### src/rtl/generador_verificador_capa_if.sv
// generador_verificador_capa_if: FIFO-side bus of the traffic generator/checker
// master (generator/checker): drives fifo_in/push to the main FIFO and pop_ch to the
// per-channel output FIFOs; samples almost_full, empty_ch and data_ch (1-cycle read latency).
// slave (FIFO fabric / bench model): the mirror image.
interface generador_verificador_capa_if #(
  parameter int DATA_W = 12,
  parameter int N_CH   = 4
);
  logic                   almost_full;
  logic [DATA_W-1:0]      fifo_in;
  logic                   push;
  logic [N_CH-1:0]        empty_ch;
  logic [N_CH*DATA_W-1:0] data_ch;
  logic [N_CH-1:0]        pop_ch;
  modport master (input almost_full, empty_ch, data_ch, output fifo_in, push, pop_ch);
  modport slave  (output almost_full, empty_ch, data_ch, input fifo_in, push, pop_ch);
endinterface

### src/rtl/generador_verificador_capa.sv
// generador_verificador_capa: pushes tagged bursts into a switch fabric and checks what drains out
// Ports: clk, reset (async, active-high); start/ch_mask launch a run; fifo bus (master modport)
// carries push side and per-channel pop side; busy/done/error/err_ch/timeout/sent_cnt/recv_cnt
// report run status. Word format is {dest, seq}, seq restarting at 0 for every run.
module generador_verificador_capa #(
  parameter int DATA_W = 12,
  parameter int N_CH   = 4,
  parameter int CH_W   = 2,
  parameter int BURST  = 6,
  parameter int TMO    = 64
) (
  input  logic                clk,
  input  logic                reset,
  input  logic                start,
  input  logic [N_CH-1:0]     ch_mask,
  generador_verificador_capa_if.master fifo,
  output logic                busy,
  output logic                done,
  output logic                error,
  output logic [CH_W-1:0]     err_ch,
  output logic                timeout,
  output logic [7:0]          sent_cnt,
  output logic [7:0]          recv_cnt
);
  localparam int SEQ_W = DATA_W - CH_W;
  localparam int TW    = $clog2(TMO + 1);
  typedef enum logic [1:0] {IDLE, GEN, DRAIN} state_t;
  state_t            state;
  logic [N_CH-1:0]   mask_r, pend, bad;
  logic [CH_W-1:0]   cur_ch, nxt_ch, first_ch, err_idx;
  logic              last_ch;
  logic [5:0]        word_cnt;
  logic [SEQ_W-1:0]  exp_seq [N_CH];
  logic [TW-1:0]     idle_cnt;
  logic [CH_W:0]     n_chk;
  logic [8:0]        recv_sum;
  logic [DATA_W-1:0] word;
  assign busy          = state != IDLE;
  // push is gated combinationally so it never coincides with almost_full
  assign fifo.push     = state == GEN && !fifo.almost_full;
  assign fifo.fifo_in  = state == GEN ? {cur_ch, SEQ_W'(word_cnt)} : '0;
  assign fifo.pop_ch   = busy ? ~fifo.empty_ch : '0;
  assign recv_sum      = {1'b0, recv_cnt} + 9'(n_chk);
  always_comb begin
    bad      = '0;
    n_chk    = '0;
    word     = '0;
    err_idx  = '0;
    nxt_ch   = cur_ch;
    last_ch  = 1'b1;
    first_ch = '0;
    // pend[i] marks data_ch[i] as valid: popped on the previous cycle
    for (int i = 0; i < N_CH; i++) begin
      word = fifo.data_ch[i*DATA_W +: DATA_W];
      if (pend[i]) begin
        n_chk  = n_chk + (CH_W+1)'(1);
        bad[i] = !mask_r[i] || word[DATA_W-1 -: CH_W] != CH_W'(i) || word[SEQ_W-1:0] != exp_seq[i];
      end
    end
    // descending scans leave the lowest qualifying index
    for (int i = N_CH - 1; i >= 0; i--) begin
      if (bad[i]) err_idx = CH_W'(i);
      if (ch_mask[i]) first_ch = CH_W'(i);
      if (mask_r[i] && CH_W'(i) > cur_ch) begin
        nxt_ch  = CH_W'(i);
        last_ch = 1'b0;
      end
    end
  end
  always_ff @(posedge clk or posedge reset) begin
    if (reset) begin
      state    <= IDLE;
      mask_r   <= '0;
      pend     <= '0;
      cur_ch   <= '0;
      word_cnt <= '0;
      idle_cnt <= '0;
      done     <= 1'b0;
      error    <= 1'b0;
      err_ch   <= '0;
      timeout  <= 1'b0;
      sent_cnt <= '0;
      recv_cnt <= '0;
      for (int i = 0; i < N_CH; i++) exp_seq[i] <= '0;
    end else begin
      done <= 1'b0;
      pend <= fifo.pop_ch;
      for (int i = 0; i < N_CH; i++) if (pend[i]) exp_seq[i] <= exp_seq[i] + SEQ_W'(1);
      recv_cnt <= recv_sum[8] ? 8'hFF : recv_sum[7:0];
      if (|bad && !error) begin
        error  <= 1'b1;
        err_ch <= err_idx;
      end
      case (state)
        IDLE: if (start) begin
          if (|ch_mask) begin
            state    <= GEN;
            mask_r   <= ch_mask;
            cur_ch   <= first_ch;
            word_cnt <= '0;
            idle_cnt <= '0;
            sent_cnt <= '0;
            recv_cnt <= '0;
            error    <= 1'b0;
            err_ch   <= '0;
            timeout  <= 1'b0;
            for (int i = 0; i < N_CH; i++) exp_seq[i] <= '0;
          end else done <= 1'b1;
        end
        GEN: if (fifo.push) begin
          sent_cnt <= sent_cnt == 8'hFF ? 8'hFF : sent_cnt + 8'd1;
          if (word_cnt == 6'(BURST - 1)) begin
            word_cnt <= '0;
            cur_ch   <= nxt_ch;
            if (last_ch) state <= DRAIN;
          end else word_cnt <= word_cnt + 6'd1;
        end
        DRAIN: begin
          if (recv_cnt == sent_cnt) begin
            done  <= 1'b1;
            state <= IDLE;
          end else if (n_chk != '0) idle_cnt <= '0;
          else if (idle_cnt == TW'(TMO - 1)) begin
            error   <= 1'b1;
            timeout <= 1'b1;
            done    <= 1'b1;
            state   <= IDLE;
          end else idle_cnt <= idle_cnt + TW'(1);
        end
        default: state <= IDLE;
      endcase
    end
  end
endmodule

### src/flat_wrapper.sv
// flat-port wrapper written by rule: the top's interface ports become plain ports
module generador_verificador_capa_flat 
#(
  parameter int DATA_W = 12,
  parameter int N_CH   = 4,
  parameter int CH_W   = 2,
  parameter int BURST  = 6,
  parameter int TMO    = 64
)
  (clk, reset, start, ch_mask, busy, done, error, err_ch, timeout, sent_cnt, recv_cnt, fifo_almost_full, fifo_empty_ch, fifo_data_ch, fifo_fifo_in, fifo_push, fifo_pop_ch);
  generador_verificador_capa_if #(.DATA_W(DATA_W), .N_CH(N_CH)) fifo_i ();
  input  logic clk;
  input  logic reset;
  input  logic start;
  input  logic [N_CH-1:0] ch_mask;
  output logic busy;
  output logic done;
  output logic error;
  output logic [CH_W-1:0] err_ch;
  output logic timeout;
  output logic [7:0] sent_cnt;
  output logic [7:0] recv_cnt;
  input wire logic [$bits(fifo_i.almost_full)-1:0] fifo_almost_full;
  input wire logic [$bits(fifo_i.empty_ch)-1:0] fifo_empty_ch;
  input wire logic [$bits(fifo_i.data_ch)-1:0] fifo_data_ch;
  output wire logic [$bits(fifo_i.fifo_in)-1:0] fifo_fifo_in;
  output wire logic [$bits(fifo_i.push)-1:0] fifo_push;
  output wire logic [$bits(fifo_i.pop_ch)-1:0] fifo_pop_ch;
  assign fifo_i.almost_full = fifo_almost_full;
  assign fifo_i.empty_ch = fifo_empty_ch;
  assign fifo_i.data_ch = fifo_data_ch;
  assign fifo_fifo_in = fifo_i.fifo_in;
  assign fifo_push = fifo_i.push;
  assign fifo_pop_ch = fifo_i.pop_ch;
  generador_verificador_capa #(.DATA_W(DATA_W), .N_CH(N_CH), .CH_W(CH_W), .BURST(BURST), .TMO(TMO)) u_core (.clk(clk), .reset(reset), .start(start), .ch_mask(ch_mask), .fifo(fifo_i), .busy(busy), .done(done), .error(error), .err_ch(err_ch), .timeout(timeout), .sent_cnt(sent_cnt), .recv_cnt(recv_cnt));
endmodule
### config.mk
export PLATFORM = sky130hd
export DESIGN_NAME = generador_verificador_capa_flat
export DESIGN_NICKNAME = d
export VERILOG_FILES = /design/src/rtl/generador_verificador_capa_if.sv /design/src/rtl/generador_verificador_capa.sv /design/src/flat_wrapper.sv
export SDC_FILE = /design/constraint.sdc
export NUM_CORES = 1
export LEC_CHECK = 0
export ABC_CLOCK_PERIOD_IN_PS = 3000
export CAP_MARGIN = 40
export CORE_ASPECT_RATIO = 0.6
export CORE_MARGIN = 3
export CORE_UTILIZATION = 47
export DETAILED_ROUTE_END_ITERATION = 12
export PLACE_DENSITY = 0.85
export REMOVE_ABC_BUFFERS = 1
export SLEW_MARGIN = 20
export SYNTH_ARGS = -nofsm -noshare
export SYNTH_HDL_FRONTEND = slang
export SYNTH_SLANG_ARGS = --single-unit
### constraint.sdc
create_clock -name clk -period 3 [get_ports clk]
set_input_delay 0.9 -clock clk [delete_from_list [all_inputs] [get_ports clk]]
set_output_delay 0.9 -clock clk [all_outputs]
set_load 0.005 [all_outputs]
# Word-level counts from Yosys, hierarchy flattened
# Index checks and enable logic that the tools add are counted.
# W data, S select, Z words.
# word_totals
input_bits	60
out_inout_bits	39
regBits	86
wordCells	181
# op_classes
n_addsub	11
bitwise	1
eq_ne	25
muxes	90
n_reduce_logical	34
order_cmp	4
# ops
op	count
$mux W40	3
$mux W8	8
$mux W2	28
$add A10 B1 Y10 const B	4
$mux W10	4
$ne A10 B10 Y1	4
$mux W7	5
$mux W1	25
$mux W6	4
$pmux W8 S2	1
$ne A2 B2 Y1 const B	7
$pmux W7 S2	1
$mux W12	1
$pmux W6 S2	1
$reduce_and A6 Y1	2
$add A8 B3 Y9	1
$mux W3	3
$add A8 B1 Y8 const B	1
$eq A8 B8 Y1	1
$eq A8 B8 Y1 const B	1
$logic_or A1 B1 Y1	8
$ne A2 B1 Y1 const B	4
$reduce_bool A2 Y1	4
$reduce_or A4 Y1	2
other kinds (26)	42

# Depth between registers and ports, before layout
# logic_depth
ltp_word	12
depth_mapped	15
depth_no_buf	14

# Worst setup path after synthesis
# OpenSTA, ideal clock, no wires.
# synth_timing
kind	reg2reg
from	reg u_core.pend[0]
to	reg u_core.recv_cnt[0]
slack_ps	-103
path_stages_with_launch	15
path_buffers	1
required_ps	2922
period_less_slack_ps	3103
t_arrival_ps	3025
setup_ps	78
path_cell_list	dfrtp_1 clkbuf_1 inv_1 ha_1 xor2_1 ha_1 nand2b_1 o31a_1 inv_1 fa_1 nor2b_1 o2111ai_1 inv_1 nand3_1 a21oi_1
# synth_via
elab_chain_len	12
# synth_rtl
item	line	rtl
start: declaration	generador_verificador_capa.sv:29	logic [N_CH-1:0] mask_r, pend, bad;
start signal: assignment	generador_verificador_capa.sv:87	pend <= fifo.pop_ch;
$mux W1 *	generador_verificador_capa.sv:55	if (pend[i]) begin
$add A1 B1 Y2	generador_verificador_capa.sv:56	n_chk = n_chk + (CH_W+1)'(1);
$mux W3 *	generador_verificador_capa.sv:55	
$add A3 B1 Y3	generador_verificador_capa.sv:56	
$mux W3 *	generador_verificador_capa.sv:55	
$add A3 B1 Y3	generador_verificador_capa.sv:56	
$mux W3 *	generador_verificador_capa.sv:55	
$add A8 B3 Y9 *	generador_verificador_capa.sv:43	assign recv_sum = {1'b0, recv_cnt} + 9'(n_chk);
$mux W8 *	generador_verificador_capa.sv:89	recv_cnt <= recv_sum[8] ? 8'hFF : recv_sum[7:0];
$mux W8	generador_verificador_capa.sv:96	if (|ch_mask) begin
$mux W8	generador_verificador_capa.sv:95	IDLE: if (start) begin
$mux W8 *	generador_verificador_capa.sv:94	case (state)
end signal: assignment	generador_verificador_capa.sv:89	
end: declaration	generador_verificador_capa.sv:23	output logic [7:0] recv_cnt
# Mark *: on every way between the ends. The rest lies on a longest branch, timed or not.
# A chain may end at the register's enable or synchronous reset.

# Final worst setup path
# layout_timing
from	reg u_core.pend[1]
to	reg u_core.idle_cnt[5]
# layout_via
elab_chain_len	9
elab_cells_between_ends	11
classes_between	add/sub: 2; eq/ne: 1; mux: 6; reduce/logical: 2
# layout_rtl
item	line	rtl
$mux W3 *	generador_verificador_capa.sv:55	
$add A3 B1 Y3	generador_verificador_capa.sv:56	
$mux W3 *	generador_verificador_capa.sv:55	
$add A3 B1 Y3	generador_verificador_capa.sv:56	
$mux W3 *	generador_verificador_capa.sv:55	
$reduce_bool A3 Y1 *	generador_verificador_capa.sv:122	end else if (n_chk != '0) idle_cnt <= '0;
$mux W7	generador_verificador_capa.sv:122	
$mux W7	generador_verificador_capa.sv:119	if (recv_cnt == sent_cnt) begin
$pmux W7 S2	generador_verificador_capa.sv:94	
end signal: assignment	generador_verificador_capa.sv:128	end else idle_cnt <= idle_cnt + TW'(1);
end: declaration	generador_verificador_capa.sv:34	logic [TW-1:0] idle_cnt;
# Mark *: on every way between the ends. The rest lies on a longest branch, timed or not. The select of a mux whose other input is x is not followed.

==> results.md <==
Run status:
- The run finished with clean final reports.

Clock network:
- In this run the deepest clock path goes through 2 buffers.
- TritonCTS built the clock tree.
- The clock-pin slew reported for the worst setup and hold paths after clock tree synthesis is ~0.06 ns.
- For the worst-skew pair, the clock arrives at the later sink with an insertion delay of about 0.34 ns.
- The root buffer cell is clkbuf_16.
- The H-tree was split into 3 levels.
- For this design, the sink count on the clock tree is 86.
- Hold repair after CTS inserted 0 buffers.
- The number of buffers added by the clock tree synthesis step is 9.

Detailed routing:
- The average routed wire per standard cell is 17.4 um.
- The initial detailed-routing violation count is ~440.
- Across all layers, the routed design uses 4,529 vias.
- The remaining design rule violation count is 0.
- Using the TritonRoute via totals, the vias-per-cell ratio works out to 5.70.
- The count of nets left with antenna violations once routing finished came out at 0.
- The total length of routed wires is between 10 and 15 mm.
- The pre-antenna-repair detailed-routing pass consisted of 7 iterations.

STA:
- At the pin with the least slew margin, the transition time is slightly below 0.6 ns.
- The final count of pins violating max slew is 0.
- The setup-violating endpoint count in the final report is 0.
- The number of failing hold endpoints at the final stage is 0.
- In this run the tightest slew margin relative to its limit is 60.2%.
- Derived from the worst setup path, the maximum achievable clock frequency is ~0.33 GHz.
- The worst path setup slack after routing is around 0.015 ns.
- For the final database, setup skew stands at 0.00596 ns.
- The final critical path takes up ~100% of the cycle.
- The minimum period implied by the final worst setup slack is between 2 and 3 ns.

Critical path:
- For the worst setup path, the data arrival time is between 3 and 4 ns.
- The critical path capture point type is a register.
- The signal on the critical path passes through ha_2, nor2b_1, or2_2, ha_1, or2_1, mux4_2, nor3_4, buf_4, buf_4, nand4b_1, o211ai_1.
- Data on the critical path is required at its endpoint by around 3.3 ns.
- Counting stages on the worst path, the most repeated cell is buf_4.
- The type of the worst setup path is register to register.
- The maximum cell stage delay along the critical path is ~0.53 ns.
- The maximum fanout count along the critical path is 5.
- The worst setup path is launched from a register.
- The worst-path cell with the longest stage delay is mux4_2.

Final layout:
- Compared with the post-synthesis result, the final layout area differs by 31.1%.
- The repair_antennas step left the layout with diodes totalling 0.
- The final instance area is ~6700 um2.
- The number of nets in the layout is between 700 and 800.
- The post-route netlist has about a tenth of its cells at a drive strength greater than 1.
- The fill cell instance count of the final layout is 750.

Global route:
- The routing usage on met2 is 36.1%.
- The largest net degree at the start of global routing is between 80 and 90.
- The layer flagged by global routing as most heavily used is met2.
- The met3 track demand over resource in global routing is under 10%.
- The number of global-route vias before repair is approximately 4,500.
- For this run, the total global-route usage over all layers was measured as 22.8%.
- The number of antenna violations at the first check in global routing is 0.
- The global-route congestion overflow total is 0.
- For met1 alone, demand over resource in global routing was 31.5%.
- The first global-routing pass estimated between 20 and 25 mm of wire.

Synth:
- The count of yosys warnings during synthesis is 0.
- The synthesized design contains between 80 and 90 register bits.
- The largest area contributor in the netlist is dfrtp_1.
- Counting distinct cell types in the post-synthesis netlist gives 56.
- Each instance of the synthesized netlist takes up on average approximately 9.3 um2.
- Yosys attributes the largest share of cell area to dfrtp_1 (42%), xnor2_1 (9.1%), xor2_1 (6.4%).
- After synthesis the cells add up to 5080 um2.
- Counting every instance in the synthesized netlist gives 544.
- The top cell type's share of synthesized area is 42.4%.
- Of all flip-flops after synthesis, the portion carrying an async set or reset was 100%.
- The most used flip-flop cell after synthesis is dfrtp_1.
- Yosys mapped a number of flops with a built-in enable equal to 0.
- The sequential fraction of the synthesis area is between 40 and 50%.

Place:
- The weighted congestion reported at the end of routability-driven placement is between 0.9 and 1.
- In this run the cell area measured after placement is around 6300 um2.
- The worst setup slack after placement is -0.0663 ns.
- The number of port buffers is 94.
- After legalization and detailed placement, the total HPWL measured 9.97 mm.

Power:
- For this design the static power due to leakage is around 0.0029 uW.
- The worst-case vdd ir drop is about 0.00050 V.
- The power density over cell area is between 700 and 800 nW/um2.

Die:
- The floorplan has 28 rows.
- In this run the count of I/O pins placed on the die edge is 99.
- The core region is between 10,000 and 15,000 um2.
- The die covers 12,100 um2.
- The starting density of the core is 49.8%.
- The vertical extent of the die is about 87 um.
- The horizontal die dimension is 140 um.

Hold path:
- The worst min-delay path category is register to register.

Job:
- The reported max-cap violation count is 0.
cells by family after synthesis:
group	share of synthesized area, %
AOI/OAI and AO/OA	12.0
buffers and inverters	3.89
adders and majority gates	3.84
xor gates and xnor gates	15.5
DFF	42.4
and+or+nand+nor	20.4
other	0.0738
muxes	1.85
final cells by class:
cell class / count / area (um2) / area share (%)
flip-flops and latches: 86 / 2150 / 32.3
well taps: 135 / 169 / 2.54
repair buffers: 119 / 1150 / 17.3
clock buffers: 11 / 233 / 3.50
inverters: 23 / 87.6 / 1.32
multi-input cells: 416 / 2820 / 42.3
clock inverters: 4 / 48.8 / 0.733
where the power goes:
| group | internal, uW | switching (uW) | total, uW | leakage, uW |
|---|---|---|---|---|
| clock network | 639 | 440 | 1080 | 0.000139 |
| logic | 994 | 1090 | 2090 | 0.00160 |
| registers | 1380 | 332 | 1710 | 0.00116 |
stage by stage:
| step | utilization (%) | TNS, ns | hold WS, ns | power [uW] | instances |
|---|---|---|---|---|---|
| after floorplan | - | -10.68 | 0.438 | 2740 | 525 |
| after global placement | 61.3 | -0.0135 | 0.480 | 3480 | 773 |
| after detailed placement | 61.3 | -0.230 | 0.481 | 3600 | 773 |
| after CTS | 64.4 | 0 | 0.490 | 4730 | 788 |
| after global routing | 65.3 | -0.219 | 0.547 | 5170 | 794 |
| final | 65.3 | 0 | 0.496 | 4880 | 794 |
per-layer routing:
metal | routed length, um | vias up
li1 | - | 2084
met1 | 5940 | 2212
met2 | 6450 | 198
met3 | 1110 | 35
met4 | 298 | 0
met5 | 0 | -
flip-flops by register name (all words and copies together), names as in the netlist, 4 cells and up:
| signal | count |
|---|---|
| u_core.pend | 4 |
| u_core.exp_seq | 40 |
| u_core.word_cnt | 6 |
| u_core.recv_cnt | 8 |
| u_core.idle_cnt | 7 |
| u_core.mask_r | 4 |
| u_core.sent_cnt | 8 |
worst paths after layout:
check	start	depth (start not counted)	endpoint	slack [ns]
max in group asynchronous	reset	3	u_core.sent_cnt[4]	1.65
min in group asynchronous	reset	3	u_core.exp_seq[39]	0.97
setup reg to reg	u_core.pend[1]	11	u_core.idle_cnt[5]	0.01
setup / recovery	u_core.pend[1]	11	u_core.idle_cnt[5]	0.01
hold / removal	u_core.state[0]	1	u_core.done	0.50
hold reg to reg	u_core.state[0]	1	u_core.done	0.50
synth_stat cells, types with 6 or more instances:
cell	n
dfrtp_1	86
nor2_1	62
xnor2_1	53
nand2_1	45
xor2_1	37
o21ai_0	28
inv_1	22
a21oi_1	21
nand3_1	20
nand4_1	20
and3_1	16
ha_1	14
clkbuf_1	12
and2_1	9
o31ai_1	9
nand2b_1	8
mux2i_1	6
layout by cell type (no fill, tap or decap), types with 4 or more instances in the layout:
cell / count
a21oi_2: 5
mux2i_1: 6
o31a_1: 5
nand4_1: 20
nand3_1: 19
nand2b_1: 8
and3_1: 16
clkdlybuf4s50_1: 93
buf_4: 22
dfrtp_1: 86
nor3_1: 4
nor2_1: 60
o21ai_0: 28
ha_1: 12
xnor2_1: 53
a31oi_1: 5
conb_1: 4
xor2_1: 36
nand2_1: 45
o31ai_1: 9
a41oi_1: 4
clkbuf_16: 9
a21oi_1: 16
nor2b_1: 4
and2_1: 9
inv_1: 20
repair_timing:
item / in CTS / in global routing
pin swaps: 1 / 3
cloned: 0 / 0
gates resized for setup: 5 / 14
setup buffers: 0 / 6
setup endpoints to repair: 6 / 15
critical path, delay by kind of cell (launching register included):
kind | cells | cell delay [ns]
adder cells (fa/ha/maj) | 2 | 0.41
AO/OA/AOI/OAI | 1 | 0.14
multiplexers | 1 | 0.53
flip-flops | 1 | 0.41
AND/OR/NAND/NOR | 5 | 1.12
buffers and inverters | 2 | 0.28
Power figures use the tool's default switching activity.
